**src/rtl/pipeline_sum_accumulator.sv**
```systemverilog
// Accumulates a programmed number of 9-bit adder results and presents the total on a
// valid/ready handshake. Define ACC_SATURATE_EN to clamp on overflow instead of wrapping.
module pipeline_sum_accumulator #(
    parameter int unsigned ACC_W = 16,
    parameter int unsigned CNT_W = 8
) (
    input  logic             clk,
    input  logic             rst,
    input  logic             start,
    input  logic [CNT_W-1:0] count_len,
    input  logic             in_valid,
    input  logic [7:0]       in_sum,
    input  logic             in_cout,
    output logic             busy,
    output logic             drop,
    output logic             out_valid,
    input  logic             out_ready,
    output logic [ACC_W-1:0] out_acc,
    output logic             out_ovf
);

    typedef enum logic [1:0] {StIdle, StAccum, StHold} state_e;

    state_e             state_q, state_d;
    logic [ACC_W-1:0]   acc_q, acc_d;
    logic               ovf_q, ovf_d;
    logic [CNT_W-1:0]   cnt_q, cnt_d;
    logic [CNT_W-1:0]   target_q, target_d;
    logic               drop_q, drop_d;
    logic [ACC_W:0]     acc_sum;

    // One extra bit on top captures the carry out of the accumulator MSB.
    assign acc_sum = {1'b0, acc_q} + {{(ACC_W - 8){1'b0}}, in_cout, in_sum};

    always_ff @(posedge clk or negedge rst) begin
        if (!rst) begin
            state_q  <= StIdle;
            acc_q    <= '0;
            ovf_q    <= 1'b0;
            cnt_q    <= '0;
            target_q <= '0;
            drop_q   <= 1'b0;
        end else begin
            state_q  <= state_d;
            acc_q    <= acc_d;
            ovf_q    <= ovf_d;
            cnt_q    <= cnt_d;
            target_q <= target_d;
            drop_q   <= drop_d;
        end
    end

    always_comb begin
        state_d  = state_q;
        acc_d    = acc_q;
        ovf_d    = ovf_q;
        cnt_d    = cnt_q;
        target_d = target_q;
        drop_d   = in_valid && (state_q != StAccum);

        case (state_q)
            StIdle: begin
                if (start && (count_len != '0)) begin
                    state_d  = StAccum;
                    acc_d    = '0;
                    ovf_d    = 1'b0;
                    cnt_d    = '0;
                    target_d = count_len;
                end
            end
            StAccum: begin
                if (in_valid) begin
                    cnt_d = cnt_q + CNT_W'(1);
`ifdef ACC_SATURATE_EN
                    if (ovf_q || acc_sum[ACC_W]) begin
                        acc_d = '1;
                        ovf_d = 1'b1;
                    end else begin
                        acc_d = acc_sum[ACC_W-1:0];
                    end
`else
                    acc_d = acc_sum[ACC_W-1:0];
                    ovf_d = ovf_q | acc_sum[ACC_W];
`endif
                    if (cnt_d == target_q) begin
                        state_d = StHold;
                    end
                end
            end
            // A start coinciding with the handshake is dropped: IDLE must be seen first.
            StHold: begin
                if (out_ready) begin
                    state_d = StIdle;
                end
            end
            default: state_d = StIdle;
        endcase
    end

    assign busy      = (state_q != StIdle);
    assign out_valid = (state_q == StHold);
    assign drop      = drop_q;
    assign out_acc   = acc_q;
    assign out_ovf   = ovf_q;

endmodule

```
**config.mk**
```make
export PLATFORM = sky130hd
export DESIGN_NAME = pipeline_sum_accumulator
export DESIGN_NICKNAME = d
export VERILOG_FILES = /design/src/rtl/pipeline_sum_accumulator.sv
export SDC_FILE = /design/constraint.sdc
export NUM_CORES = 1
export LEC_CHECK = 0
export ABC_AREA = 0
export CORE_MARGIN = 2
export CORE_UTILIZATION = 40
export DETAILED_ROUTE_END_ITERATION = 6
export GPL_TIMING_DRIVEN = 1
export PLACE_DENSITY = 0.62
export RECOVER_POWER = 25
export SLEW_MARGIN = 20
export SYNTH_ARGS = -nofsm -noshare
export SYNTH_HDL_FRONTEND = slang
export SYNTH_SLANG_ARGS = --single-unit
```
**constraint.sdc**
```tcl
create_clock -name clk -period 2 [get_ports clk]
set_input_delay 0.2 -clock clk [delete_from_list [all_inputs] [get_ports clk]]
set_output_delay 0.2 -clock clk [all_outputs]
set_load 0.01 [all_outputs]
```
==> results of run 1 <==
## layout by cell type (no fill, tap or decap), drive strengths merged, types with 2 or more instances in the layout
master | synthesis | final
a21o | 4 | 4
a21oi | 18 | 18
a31oi | 3 | 3
and2 | 4 | 4
and3 | 4 | 4
buf | 4 | 27
clkbuf | 6 | 8
clkdlybuf4s50 | 0 | 40
dfrtp | 36 | 36
ha | 10 | 10
inv | 9 | 9
mux2 | 8 | 8
nand2 | 27 | 27
nand3 | 4 | 4
nand4 | 3 | 3
nor2 | 17 | 17
nor2b | 6 | 6
nor3 | 3 | 3
nor3b | 2 | 2
nor4 | 3 | 3
o21ai | 20 | 20
o22ai | 8 | 8
o31ai | 3 | 3
xnor2 | 12 | 12
xor2 | 10 | 10
## synthesized netlist by cell type (2+ instances only)
cell type,instances
dfrtp_1,36
nand2_1,27
o21ai_0,20
nor2_1,17
a21oi_1,16
xnor2_1,12
ha_1,10
xor2_1,10
inv_1,9
mux2_2,8
o22ai_1,8
clkbuf_1,6
nor2b_1,6
a21o_1,4
and3_1,4
nand3_1,4
a31oi_1,3
and2_1,3
nand4_1,3
nor3_1,3
nor4_1,3
o31ai_1,3
a21oi_2,2
buf_2,2
buf_6,2
nor3b_1,2
## registers in the layout, summed over array words and instances, names as in the netlist
signal,cells
out_acc,16
out_ovf,1
drop,1
target_q,8
state_q,2
cnt_q,8
## area by class of cell
class                      count  area (µm²)
fill                         509        2372
multi-input combinational    188        1295
sequential                    36       900.9
timing repair buffer          68       620.6
clock buffer                   7       96.34
tap                           72       90.09
inverter                       9       33.78
clock inverter                 1       30.03
## power groups by stage
stage               clock [mW]  combinational, mW  sequential, mW
finish                   0.708               1.99            1.23
global route             0.754               2.20            1.27
CTS                      0.730               1.94            1.23
detailed placement           0               1.93            1.24
floorplan                    0               1.12            1.23
global placement             0               1.90            1.23
## metal layers
metal  up-vias  global-route usage [%]  share of wire, %
met4         0                   5.789               1.3
met3         5                   3.523               2.5
met1       920                   25.38                50
li1       1000                       -                 -
met5         -                       0                 0
met2        23                   27.52                46
## per-stage QoR
stage / cell area (µm²) / setup TNS [ps] / power (mW)
after floorplan: 2238 / 0 / 2.345
after global placement: 2894 / -2083 / 3.128
after detailed placement: 2894 / -2376 / 3.167
after CTS: 3020 / 0 / 3.896
after global routing: 3067 / -171.9 / 4.229
final: 3067 / 0 / 3.924
## kinds of logic (layout without fill, tap and decap cells)
group                    count (synthesis)  after routing  share of synthesized area (%)
adder cells (fa/ha/maj)                 11             11                          6.484
AND/OR/NAND/NOR                         80             80                          17.89
AO/OA/AOI/OAI                           66             66                          18.34
buffers and inverters                   19             85                          3.968
XOR/XNOR                                22             22                          8.608
multiplexers                             9              9                          4.472
flip-flops                              36             36                          40.25
## critical path, cell delays in order
cell and delay, ps:
clkdlybuf4s50_1 460, ha_2 180, inv_1 50, fa_1 380, nor2b_1 170, o21ai_2 100
a21o_1 260, a21oi_2 150, xnor2_1 120, nor2_1 60
## worst min path at each step
stage	to	slack (ps)	cells past startpoint
3_3_place_gp	target_q[7]	350	1
5_1_grt	out_acc[10]	110	1
2_1_floorplan	cnt_q[0]	-100	0
6_report	cnt_q[5]	40	1
3_5_place_dp	target_q[7]	350	1
4_1_cts	cnt_q[2]	30	1
## repair_timing
item,in CTS,in global routing
pin swaps,0,3
setup endpoints to repair,1,10
cloned,0,0
gates resized for setup,1,12
==> out/metrics.csv, run 1 <==
metric,value,unit
Sw Share,36.19,%
I/O Pins,42,
final setup fails,0,
flop-to-flop setup slack,60,ps
Antenna Violating Nets Remaining,0,
DR WL/cell,13.33,µm
"Cell Area, Synth",2238,µm²
post-DP HPWL,3756,µm
sequential area share after synthesis,40.25,%
period utilisation layout,97.59,%
fraction of registers with async set/reset,100.0,%
top cell type's share of synthesized area,40.25,%
clk_lat worst skew,290,ps
Critical Path Start,in_sum[0],
Crit Path Category,in2reg,
drt first pass iters,5,
initial antenna violation count,0,
share of total power in combinational logic,50.7,%
Final Core Density,56.38,%
starting DRC count in detailed routing,74,
drt via density,5.113,
Die H,78.81,µm
HP Class,in2async,
TritonCTS clock tree,yes,
CTS sink cnt,36,
Mapped Avg Cell Area,9.212,µm²
antenna fix cells,0,
clock share of power,18.0,%
Worst R2R Start,out_acc[0],
Max Root-Sink Buffers,2,
Initial Utilization,41.15,%
Final Hold Vio Count,0,
CP required,2180,ps
global placement routability congestion,0.8112,
setup ws final,48.13,ps
post-route minimum period,1952,ps
CTS HTree Levels,2,
outcome,"finished, final reports clean",
Synth Instances,243,
WP data arrival,2130,ps
R2R Path End,out_acc[12],
Worst Setup End Kind,flip-flop,
vias in the first global route,1903,
area growth from synthesis to layout,37.00,%
Final nets,341,
die span in x,78.81,µm
largest net degree at the start of global routing,37,
RSZ-0062 raised after global routing,true,
largest cells by area after synthesis,"dfrtp_1 40%, ha_1 5.6%, xnor2_1 4.7%, nand2_1 4.5%, o21ai_0 4.5%",
Flop pwr share,31.3,%
clock root buffer,clkbuf_8,
pwr dens,1279,nW/µm²
ratio of cells with drive above 1 in the final layout,19.09,%
die area,6210,µm²
postcts setup bufs,0,
Psw,1.420,mW
gr ovfl total,0,
CP endpoint,out_acc[12],
Post-synth EDFFs,0,
Reg2Reg Depth,9,
Port-buffer cells,41,
TritonCTS Buffers,5,
GR Util All Layers,17.91,%
Vias,1948,
Crit Path Max Fanout,4,
final wirelength,5080,µm
relative slew slack,37.47,%
Layout Cells excl Fill,381,
worst vdd ir,586.5,µV
Syn. warnings,0,
Clock Skews,10.36,ps
Critical Path Start Type,primary input,
Max-Cap Viols,0,
FP Rows,27,
Place WS,-339.5,ps
WHS,40.02,ps
max-slew violations,0,
fmax,512.3,MHz
Syn Nets,276,
first-pass GRT wire length,8873,µm
"Reg clk slew, reported paths",80,ps
Seq cells post-synth,36,
placed insts,373,
Yosys cell types,46,
core region area,5439,µm²
Least-Margin Pin Slew,938.0,ps
ys flop type,dfrtp_1,
Post-CTS Hold Buffers,0,
DR DRC count,0,
"area leader, netlist",dfrtp_1,
Int Pwr,2.503,mW
Leak Pwr,1.306,nW
Note: power is estimated with default switching activity, not from simulation.
==> inputs of run 2 (changes only) <==
--- a/config.mk
+++ b/config.mk
@@ -10,7 +10,8 @@
 export CORE_UTILIZATION = 40
 export DETAILED_ROUTE_END_ITERATION = 6
 export GPL_TIMING_DRIVEN = 1
-export PLACE_DENSITY = 0.62
+export MAX_ROUTING_LAYER = met4
+export PLACE_DENSITY = 0.7
 export RECOVER_POWER = 25
 export SLEW_MARGIN = 20
 export SYNTH_ARGS = -nofsm -noshare
==> out/metrics.csv, run 2 (synthesis gave the netlist of run 1 again) <==
metric,value,unit
period utilisation layout,94.95,%
Antenna Violating Nets Remaining,0,
antenna fix cells,0,
GR Layer Usage met3,2.955,%
gr ovfl total,0,
CP cell instances,ha_1 -> a211oi_2 -> o21ai_2 -> a21o_1 -> a21oi_1 -> xor2_1 -> o22ai_1,
worst vdd ir,692.3,µV
Place WS,-356.8,ps
TritonCTS clock tree,yes,
"commonest non-fill, non-tap cells in the layout","40 x clkdlybuf4s50_1, 36 x dfrtp_1, 27 x nand2_1",
largest net degree at the start of global routing,37,
Final nets,340,
Initial Utilization,41.15,%
Post-CTS Hold Buffers,0,
Final Hold Vio Count,0,
post-DP HPWL,3719,µm
DR WL/cell,13.37,µm
max-slew violations,0,
busiest grt layer,met2,
Vias,1963,
FP Rows,27,
GR Util All Layers,17.72,%
relative slew slack,39.85,%
TritonCTS Buffers,5,
Crit Path Category,reg2reg,
Max Root-Sink Buffers,2,
die span in x,78.81,µm
Leak Pwr,1.282,nW
post-route minimum period,1899,ps
CP required,2170,ps
pwr dens,1254,nW/µm²
placed insts,372,
FILL cells,498,
die area,6210,µm²
starting DRC count in detailed routing,109,
Least-Margin Pin Slew,902.2,ps
WP data arrival,2070,ps
ratio of cells with drive above 1 in the final layout,16.94,%
"commonest non-fill, non-tap cell in the layout",clkdlybuf4s50_1,
crit-path max cell delay,410,ps
met1 Use GR,22.90,%
setup_tns,0,ps
met2 Track Usage GR,28.12,%
initial antenna violation count,0,
CP max-delay cell,dfrtp_1,
Die H,78.81,µm
"CP delay by family, top",compound AO/OA/AOI/OAI gates,
drt first pass iters,4,
clock root buffer,clkbuf_8,
HP Class,in2reg,
I/O Pins,42,
"Reg clk slew, reported paths",70,ps
postcts setup bufs,0,
Clock Skews,4.652,ps
Layout Cells excl Fill,379,
Max-Cap Viols,0,
core region area,5439,µm²
outcome,"finished, final reports clean",
setup ws final,101.0,ps
Crit Path Max Fanout,4,
clk_lat worst skew,290,ps
final wirelength,5066,µm
Worst Setup End Kind,flip-flop,
Port-buffer cells,41,
Buf/Inv on CP,0,
flip-flop and latch area,900.9,µm²
drt via density,5.179,
final setup fails,0,
Critical Path Start Type,flip-flop,
CTS HTree Levels,2,
Final Power,3.755,mW
CTS sink cnt,36,
vias in the first global route,1890,
global placement routability congestion,0.8551,
fmax,526.6,MHz
area of the multi-input gates,1271,µm²
DR DRC count,0,
Final Core Density,55.07,%
area growth from synthesis to layout,33.82,%
first-pass GRT wire length,8569,µm
max FFs per register,16,
## run 2: timing repair
| item | 4_1_cts | 5_1_grt |
|---|---|---|
| setup endpoints to repair | 1 | 10 |
| gates resized for setup | 1 | 7 |
| hold endpoints to repair | 0 | 0 |
| pin swaps | 0 | 1 |
## run 2: worst paths after layout
check                              end  slack [ps]        from  cells after the start
max in group asynchronous     cnt_q[1]         880         rst                      2
min reg2reg                    out_ovf         540     out_ovf                      2
min                         state_q[1]         490   out_ready                      3
min in group asynchronous  out_acc[13]         560         rst                      2
max reg2reg                 out_acc[7]         100  out_acc[3]                      7
max                         out_acc[7]         100  out_acc[3]                      7
## run 2: per-layer routing
metal	up-vias	wire length [µm]
met5	-	0
met4	0	61
met3	7	154
met2	35	2429
met1	930	2421
li1	991	-
## run 2: power by group
group	switching [mW]	internal, mW
registers	0.264	0.969
logic	0.886	1.07
clock network	0.262	0.307
## run 2: worst reg2reg max path: cells and delay by family, from the launching register on
kind | cells | cell delay, ps
adders and majority gates | 1 | 350
AOI/OAI and AO/OA | 5 | 840
DFF | 1 | 410
xor gates and xnor gates | 1 | 170
## run 2: per-stage QoR
| step | cell area, µm² | hold slack [ps] |
|---|---|---|
| 6_report | 2995 | 494.5 |
| 3_3_place_gp | 2879 | 502.7 |
| 2_1_floorplan | 2238 | -95.59 |
| 4_1_cts | 2975 | 340.1 |
| 5_1_grt | 2995 | 557.9 |
| 3_5_place_dp | 2879 | 520.7 |
## run 2: layout make-up
cell class	instances	share of cell area (%)
inverters	9	1.128
multi-input cells	188	42.44
flip-flops and latches	36	30.08
well taps	72	3.008
clock buffers	7	3.216
repair buffers	67	20.13
==> inputs of run 3 (changes only) <==
--- a/config.mk
+++ b/config.mk
@@ -13,6 +13,7 @@
 export MAX_ROUTING_LAYER = met4
 export PLACE_DENSITY = 0.7
 export RECOVER_POWER = 25
+export SETUP_SLACK_MARGIN = 0.02
 export SLEW_MARGIN = 20
 export SYNTH_ARGS = -nofsm -noshare
 export SYNTH_HDL_FRONTEND = slang
==> out/metrics.csv, run 3 (synthesis gave the netlist of run 1 again) <==
metric,value,unit
Buf/Inv on CP,1,
WP data arrival,2060,ps
first-pass GRT wire length,8569,µm
Worst Hold Path Cells,3,
HP Class,in2reg,
Layout Cells excl Fill,379,
relative slew slack,39.77,%
TritonCTS clock tree,yes,
I/O Pins,42,
die span in x,78.81,µm
postcts setup bufs,0,
Final Power,3.802,mW
FP Rows,27,
CTS sink cnt,36,
final wirelength,5179,µm
fmax,527.9,MHz
area of the multi-input gates,1303,µm²
CP cell instances,ha_1 -> a211oi_2 -> o21ai_2 -> a31oi_1 -> buf_4 -> nor3_1 -> xnor2_1 -> nor2_1,
Port-buffer cells,41,
Worst R2R Start,out_acc[3],
DR DRC count,0,
Crit Path Max Fanout,5,
Die H,78.81,µm
ratio of cells with drive above 1 in the final layout,18.89,%
max-slew violations,0,
vias in the first global route,1890,
Final Hold Vio Count,0,
GR Util All Layers,17.72,%
largest net degree at the start of global routing,37,
core region area,5439,µm²
Worst Setup End Kind,flip-flop,
RSZ-0062 raised after global routing,true,
starting DRC count in detailed routing,106,
placed insts,372,
outcome,"finished, final reports clean",
max FFs per register,16,
Least-Margin Pin Slew,903.4,ps
worst vdd ir,728.6,µV
flop-to-flop setup slack,110,ps
final setup fails,0,
CP max-delay cell,dfrtp_1,
Leak Pwr,1.282,nW
"CP delay by family, top",compound AO/OA/AOI/OAI gates,
Clock Skews,5.109,ps
Reg2Reg Depth,8,
Vias,1966,
Max Root-Sink Buffers,2,
"commonest non-fill, non-tap cell in the layout",clkdlybuf4s50_1,
pwr dens,1256,nW/µm²
crit-path max cell delay,410,ps
setup_tns,0,ps
Antenna Violating Nets Remaining,0,
flip-flop and latch area,900.9,µm²
Critical Path Start Type,flip-flop,
Post-CTS Hold Buffers,0,
gr ovfl total,0,
"commonest non-fill, non-tap cells in the layout","40 x clkdlybuf4s50_1, 36 x dfrtp_1, 27 x nand2_1",
hold endpoint,state_q[1],
drt via density,5.187,
DR WL/cell,13.66,µm
Final nets,340,
antenna fix cells,0,
FILL cells,499,
area growth from synthesis to layout,35.22,%
global placement routability congestion,0.8551,
clock root buffer,clkbuf_8,
period utilisation layout,94.71,%
CTS HTree Levels,2,
CP required,2170,ps
"Reg clk slew, reported paths",70,ps
post-route minimum period,1894,ps
Max-Cap Viols,0,
clk_lat worst skew,290,ps
initial antenna violation count,0,
Initial Utilization,41.15,%
Crit Path Category,reg2reg,
R2R Path End,out_acc[15],
drt first pass iters,4,
TritonCTS Buffers,5,
min-delay src,out_ready,
post-DP HPWL,3719,µm
die area,6210,µm²
WHS,494.8,ps
-- run 3: cell type report --
type / instances / share of cell area, %
repair buffers: 67 / 19.93
clock buffers: 7 / 3.183
multi-input cells: 188 / 43.03
flip-flops and latches: 36 / 29.76
inverters: 9 / 1.116
well taps: 72 / 2.976
-- run 3: worst max-delay path by stage --
stage / from / end / slack (ps) / cells past startpoint
after floorplan: out_acc[0] / out_acc[8] / 100 / 9
after global routing: out_acc[0] / out_acc[8] / -4 / 9
after CTS: in_sum[0] / out_acc[8] / 30 / 10
final: out_acc[3] / out_acc[15] / 110 / 8
after detailed placement: in_sum[0] / out_acc[8] / -360 / 10
after global placement: in_sum[0] / out_acc[8] / -260 / 10
-- run 3: tightest hold or removal path: cells and delay by family --
family | cells | cell delay (ps)
buffers and inverters | 2 | 440
AO/OA/AOI/OAI | 1 | 100
-- run 3: power breakdown --
part           total (mW)  leakage [nW]  internal [mW]  switching (mW)
Combinational        1.99         0.773           1.09           0.906
Clock               0.570        0.0503          0.307           0.263
Sequential           1.24         0.459          0.969           0.268
Total                3.80          1.28           2.36            1.44
-- run 3: through the flow --
step	utilization [%]	setup WS [ps]	area, µm²
3_3_place_gp	52.93	-258.1	2879
2_1_floorplan	-	96.87	2238
4_1_cts	54.70	28.51	2975
3_5_place_dp	52.93	-356.8	2879
6_report	55.65	105.8	3027
5_1_grt	55.65	-4.146	3027
-- run 3: repair_timing --
action | 4_1_cts | 5_1_grt
endpoints found under the setup margin | 4 | 11
resized for setup | 2 | 12
pin swaps | 0 | 1
-- run 3: layer usage --
layer  up-vias  wire length (µm)  share of wire (%)  global-route usage, %
li1        992                 -                  -                      -
met1       928              2471                 48                  22.90
met2        39              2478                 48                  28.12
met3         7               168                3.2                  2.955
met4         0                61                1.2                  6.667
met5         -                 0                  0                      -
